File: config.mk
export PLATFORM = sky130hd
export DESIGN_NAME = ppi_mode1_handshake_ctrl
export DESIGN_NICKNAME = d
export VERILOG_FILES = /design/src/rtl/ppi_pkg.sv /design/src/rtl/ppi_sync_edge.sv /design/src/rtl/ppi_mode1_handshake_ctrl.sv
export SDC_FILE = /design/constraint.sdc
export NUM_CORES = 1
export LEC_CHECK = 0
export ABC_AREA = 1
export BUFFER_PORTS_ARGS = -buffer_cell sky130_fd_sc_hd__clkbuf_2
export CORE_MARGIN = 2
export CORE_UTILIZATION = 49
export DETAILED_ROUTE_END_ITERATION = 7
export PLACE_DENSITY_LB_ADDON = 0.25
export SLEW_MARGIN = 10
export SYNTH_ARGS = -nofsm -noshare
export SYNTH_HDL_FRONTEND = slang
export SYNTH_HIERARCHICAL = 1
export SYNTH_SLANG_ARGS = --single-unit
File: constraint.sdc
create_clock -name clk -period 1.6 [get_ports clk]
set_clock_uncertainty 0.05 [all_clocks]
set_input_delay 0 -clock clk [delete_from_list [all_inputs] [get_ports clk]]
set_output_delay 0 -clock clk [all_outputs]
set_load 0.02 [all_outputs]
File: src/rtl/ppi_pkg.sv
// ppi_pkg: shared state encoding and control-word field positions for the PPI port A handshake.
package ppi_pkg;
  typedef enum logic [2:0] {UNCFG, IN_EMPTY, IN_FULL, OUT_EMPTY, OUT_FULL} state_t;
  localparam int MODESET_BIT = 7;
  localparam int DIR_BIT = 4;
  localparam logic [2:0] INTE_A_IN_IDX = 3'd4;
  localparam logic [2:0] INTE_A_OUT_IDX = 3'd6;
  localparam int DEFAULT_DATA_W = 8;
endpackage

File: src/rtl/ppi_sync_edge.sv
// ppi_sync_edge: synchronizes an async active-low strobe and emits 1-cycle fall/rise pulses.
module ppi_sync_edge #(
  parameter int STAGES = 2
) (
  input  logic clk,
  input  logic reset,
  input  logic pin,
  output logic fall,
  output logic rise
);
  logic [STAGES-1:0] sync;
  logic prev;
  always_ff @(posedge clk or posedge reset)
    if (reset) begin
      sync <= '1;
      prev <= 1'b1;
    end else begin
      sync <= {sync[STAGES-2:0], pin};
      prev <= sync[STAGES-1];
    end
  assign fall = prev & ~sync[STAGES-1];
  assign rise = ~prev & sync[STAGES-1];
endmodule

File: src/rtl/ppi_mode1_handshake_ctrl.sv
// ppi_mode1_handshake_ctrl: PPI port A mode-1 strobed handshake controller.
// Define PPI_OVERRUN_DET_EN to enable sticky overrun detection; otherwise Overrun is tied low.
module ppi_mode1_handshake_ctrl import ppi_pkg::*; #(
  parameter int DATA_W = DEFAULT_DATA_W,
  parameter int SYNC_STAGES = 2
) (
  input  logic              clk,
  input  logic              reset,
  input  logic              CtrlWrite,
  input  logic [7:0]        CtrlWord,
  input  logic              CpuRd,
  input  logic              CpuWr,
  input  logic [DATA_W-1:0] CpuDataIn,
  output logic [DATA_W-1:0] CpuDataOut,
  input  logic [DATA_W-1:0] PortIn,
  output logic [DATA_W-1:0] PortOut,
  input  logic              STB_n,
  input  logic              ACK_n,
  output logic              IBF,
  output logic              OBF_n,
  output logic              INTR,
  output logic              Overrun,
  output logic              ControlEnable,
  output logic              GroupControl
);
  state_t state, nxt;
  logic stb_fall, stb_rise, ack_fall, ack_rise;
  logic inte_in, inte_out, in_mode, out_mode, mode_set, bsr, sel_in, sel_out, intr_clr, intr_set;
  logic [DATA_W-1:0] in_latch;
  logic unused_ok;
  ppi_sync_edge #(.STAGES(SYNC_STAGES)) u_stb (.clk(clk), .reset(reset), .pin(STB_n), .fall(stb_fall), .rise(stb_rise));
  ppi_sync_edge #(.STAGES(SYNC_STAGES)) u_ack (.clk(clk), .reset(reset), .pin(ACK_n), .fall(ack_fall), .rise(ack_rise));
  assign unused_ok = &{1'b0, CtrlWord[6:5]};
  assign in_mode = (state == IN_EMPTY) | (state == IN_FULL);
  assign out_mode = (state == OUT_EMPTY) | (state == OUT_FULL);
  assign mode_set = CtrlWrite & CtrlWord[MODESET_BIT];
  assign bsr = CtrlWrite & ~CtrlWord[MODESET_BIT] & (state != UNCFG);
  assign sel_in = bsr & (CtrlWord[3:1] == INTE_A_IN_IDX);
  assign sel_out = bsr & (CtrlWord[3:1] == INTE_A_OUT_IDX);
  // A CPU access or clearing an enable always beats a concurrent set condition
  assign intr_clr = (in_mode & CpuRd) | (out_mode & CpuWr) | ((sel_in | sel_out) & ~CtrlWord[0]);
  assign intr_set = ((state == IN_FULL) & stb_rise & inte_in) | ((state == OUT_EMPTY) & ack_rise & inte_out);
  always_ff @(posedge clk or posedge reset)
    if (reset) state <= UNCFG;
    else state <= nxt;
  always_comb begin
    nxt = state;
    if (mode_set) nxt = CtrlWord[DIR_BIT] ? IN_EMPTY : OUT_EMPTY;
    else if (in_mode) nxt = stb_fall ? IN_FULL : CpuRd ? IN_EMPTY : state;
    else if (out_mode) nxt = CpuWr ? OUT_FULL : ack_fall ? OUT_EMPTY : state;
  end
  always_comb begin
    ControlEnable = state != UNCFG;
    GroupControl = out_mode;
    IBF = state == IN_FULL;
    OBF_n = state != OUT_FULL;
    CpuDataOut = out_mode ? PortOut : in_latch;
  end
  always_ff @(posedge clk or posedge reset)
    if (reset) begin
      inte_in <= 1'b0;
      inte_out <= 1'b0;
      INTR <= 1'b0;
      in_latch <= '0;
      PortOut <= '0;
    end else if (mode_set) begin
      inte_in <= 1'b0;
      inte_out <= 1'b0;
      INTR <= 1'b0;
      in_latch <= '0;
      PortOut <= '0;
    end else begin
      if (sel_in) inte_in <= CtrlWord[0];
      if (sel_out) inte_out <= CtrlWord[0];
      if (in_mode && stb_fall) in_latch <= PortIn;
      if (out_mode && CpuWr) PortOut <= CpuDataIn;
      INTR <= ~intr_clr & (INTR | intr_set);
    end
`ifdef PPI_OVERRUN_DET_EN
  always_ff @(posedge clk or posedge reset)
    if (reset) Overrun <= 1'b0;
    else if (mode_set) Overrun <= 1'b0;
    else if ((IBF & stb_fall) | ((state == OUT_FULL) & CpuWr)) Overrun <= 1'b1;
`else
  assign Overrun = 1'b0;
`endif
endmodule

==> out/results.txt <==
First-pass GRT wire length: 5650 um
Final Hold Fails: 0
Die footprint: 3590 um^2
I/O Buffers: 49
WP buf/inv: 2
Ys flop type: dfrtp_1
Synth cell types: 24
Final net count: 288
Largest net degree at the start of global routing: 23
Status: complete, no violations
Total track usage: 0.209
Fmax: 0.659 GHz
Die W: 59.9 um
Syn_nets: 210
IO Pins: 53
CTS buffer count: 3
Hpwl dp: 2430 um
Top-area cell type share of the netlist area: 0.359
Reg power frac: 0.334
CP Cell Sequence: nand2_2 > nand2_4 > nand2_4 > inv_4 > o21ai_2 > buf_2
Required @ worst endpoint: 1.55 ns
Crit. End Element: primary output
Post-synthesis sequential area ratio: 0.462
Syn_area_per_cell: 8.56 um^2
DRT Wirelength: 3430 um
Crit path max-delay family: flip-flops
Slew Viols, Final: 0
DR DRC count: 0
Grt ovf: 0
Sw power: 1.53 mW
Die height: 59.9 um
Area Overhead vs Synth: 37.1%
Drt first-iter violations: 43
Root Buffer: clkbuf_4
Max-cap check violation count: 0
Comb power frac: 0.574
CTS tree: yes
Power Dens Cells: 1530 nW/um^2
Asr flop ratio synth: 1.00
Simple-gate area share of the yosys netlist: 0.335
Most frequent CP cell: nand2_4
Synth Area in Compound Gates: 0.0922
Tcrit/Tclk final: 0.948
Clock share of power: 0.091
Post-Synth XOR/XNOR Area: 0
Final setup fails: 0
Critical-path top delay cell: dfrtp_2
Drt pass-1 iters: 4
Vias: 1,387
Main combinational cell family by area after synthesis: simple AND/OR/NAND/NOR gates
Finished Core Util: 0.700
H-tree Lvls: 1
Mapped Cells: 179
Initial Util: 0.510
DR vias/cell: 4.80
Top area cells in the synthesized netlist: dfrtp_1 36%, dfstp_2 10%, nand2_1 9.3%
CTS clk-pin slew, worst paths: 0.14 ns
Hold_ws: 0.0335 ns
Yosys warns: 6
Core area: 3000 um^2
Adder-cell share of the synthesized area: 0
Type of the worst setup path: reg2out
Clock Path Buffers: 2
Switching part of the total: 0.475
Drt wl/cell: 11.9 um
CP peak stage delay: 0.47 ns
Startpoint types: flip-flop
Mapped Area: 1530 um^2
Initial antenna violation count: 0
Worst Path Arrival: 1.47 ns
Tmin final: 1.52 ns
Worst-Skew Late Latency: 0.31 ns
Peak supply drop: 0.750 mV
FP Rows: 20
Routed Antenna Nets: 0
Yosys top cell by area: dfrtp_1
Max Fanout on Critical Path: 8
CTS sink cnt: 28
Share of post-route cells with drive strength above 1: 0.383
Proportion of synthesized area in mux cells: 0
Vias in the first global route: 1,281
Hold Crit Class: in2reg
Post-synth EDFFs: 0
Yosys reg bits: 28
# diodes: 0
Internal: 1.69 mW
Placer congestion estimate: 0.841
Leakage: 1.13 nW
layout by cell type (no fill, tap or decap):
| cell | instances |
|---|---|
| inv_2 | 3 |
| o21ai_2 | 15 |
| clkbuf_2 | 41 |
| nand3_2 | 1 |
| nand4_2 | 1 |
| inv_1 | 24 |
| clkbuf_4 | 3 |
| inv_8 | 1 |
| nor3_1 | 2 |
| nand2_4 | 4 |
| dlygate4sd3_1 | 25 |
| o21ai_1 | 2 |
| inv_4 | 1 |
| or2_2 | 2 |
| nor2_1 | 13 |
| dfrtp_2 | 2 |
| nand3_1 | 28 |
| buf_2 | 2 |
| nand2_1 | 38 |
| nand4_1 | 4 |
| nand2_2 | 4 |
| nor2_2 | 1 |
| conb_1 | 1 |
| buf_6 | 2 |
| nor2_8 | 2 |
| clkbuf_1 | 1 |
| dfstp_2 | 6 |
| dfrtp_1 | 20 |
| buf_4 | 7 |
cell type report:
cell class	count	area (um^2)
multi-input combinational	118	663
timing repair inverter	1	6.26
inverter	28	113
sequential	28	711
timing repair buffer	77	541
fill	248	902
tap	33	41.3
clock buffer	4	26.3
what timing repair did:
item	4_1_cts	5_1_grt
endpoints found under the hold margin	50	0
setup buffers	0	1
pin swaps	0	1
hold buffers	25	0
cloned	1	0
endpoints found under the setup margin	8	9
resized for setup	7	15
final timing paths:
| path | from | slack [ns] | end | depth (start not counted) |
|---|---|---|---|---|
| max | state[1] | 0.08 | CpuDataOut[0] | 6 |
| min | CtrlWord[3] | 0.03 | inte_out | 6 |
| max reg2reg | u_stb/prev | 0.11 | in_latch[5] | 6 |
| min reg2reg | u_stb/sync[0] | 0.32 | u_stb/sync[1] | 0 |
| max in group asynchronous | reset | 1.02 | state[2] | 4 |
| min in group asynchronous | reset | 0.23 | PortOut[6] | 4 |
through the flow:
step	instances	instance area (um^2)	setup WS (ns)	TNS [ns]	total power [mW]
3_3_place_gp	258	1780	0.175	0	2.71
3_5_place_dp	258	1780	0.143	0	2.72
5_1_grt	289	2100	-0.00778	-0.0254	3.45
2_1_floorplan	179	1530	0.256	0	2.36
6_report	289	2100	0.0824	0	3.22
4_1_cts	288	2070	0.00345	0	3.14
Yosys cell counts (2+ instances only):
cell type	n
o21ai_1	2
nand3_1	28
nand4_1	4
nand2_1	38
nor2_8	2
nor3_1	2
o21ai_2	15
nor2_1	13
nand2_2	5
dfrtp_1	22
or2_2	2
buf_12	2
inv_1	25
inv_2	2
nand2_4	3
dfstp_2	6
sequential cells by signal, summed over array words and instances (netlist names):
signal      flops
u_stb/sync      2
in_latch        8
state           3
inte_out        1
u_ack/prev      1
u_stb/prev      1
u_ack/sync      2
PortOut         8
inte_in         1
INTR            1
cells by family (layout without fill, tap and decap cells):
family,after synthesis,in the layout
other,1,1
buffers and inverters,33,110
DFF,28,28
AOI/OAI and AO/OA,17,17
and+or+nand+nor,100,100
tightest hold or removal path, delay by kind of cell:
kind | cells | cell delay (ns)
buffers and inverters | 2 | 0.12
and+or+nand+nor | 4 | 0.26
power groups by stage:
stage	clock [mW]	combinational [mW]	sequential [mW]
after floorplan	0	1.20	1.16
after global placement	0	1.63	1.08
after detailed placement	0	1.64	1.08
after CTS	0.304	1.76	1.07
after global routing	0.338	2.01	1.10
final	0.295	1.85	1.08
layer usage:
layer  wire (um)  part of all wire  global-route usage  vias to the layer above
li1            -                 -                   -                      723
met1        1630              0.47               0.297                      627
met2        1680              0.49               0.334                       35
met3         112             0.033              0.0216                        2
met4          17            0.0050              0.0667                        0
met5           0                 0                   0                        -
Note: power is estimated with default switching activity, not from simulation.
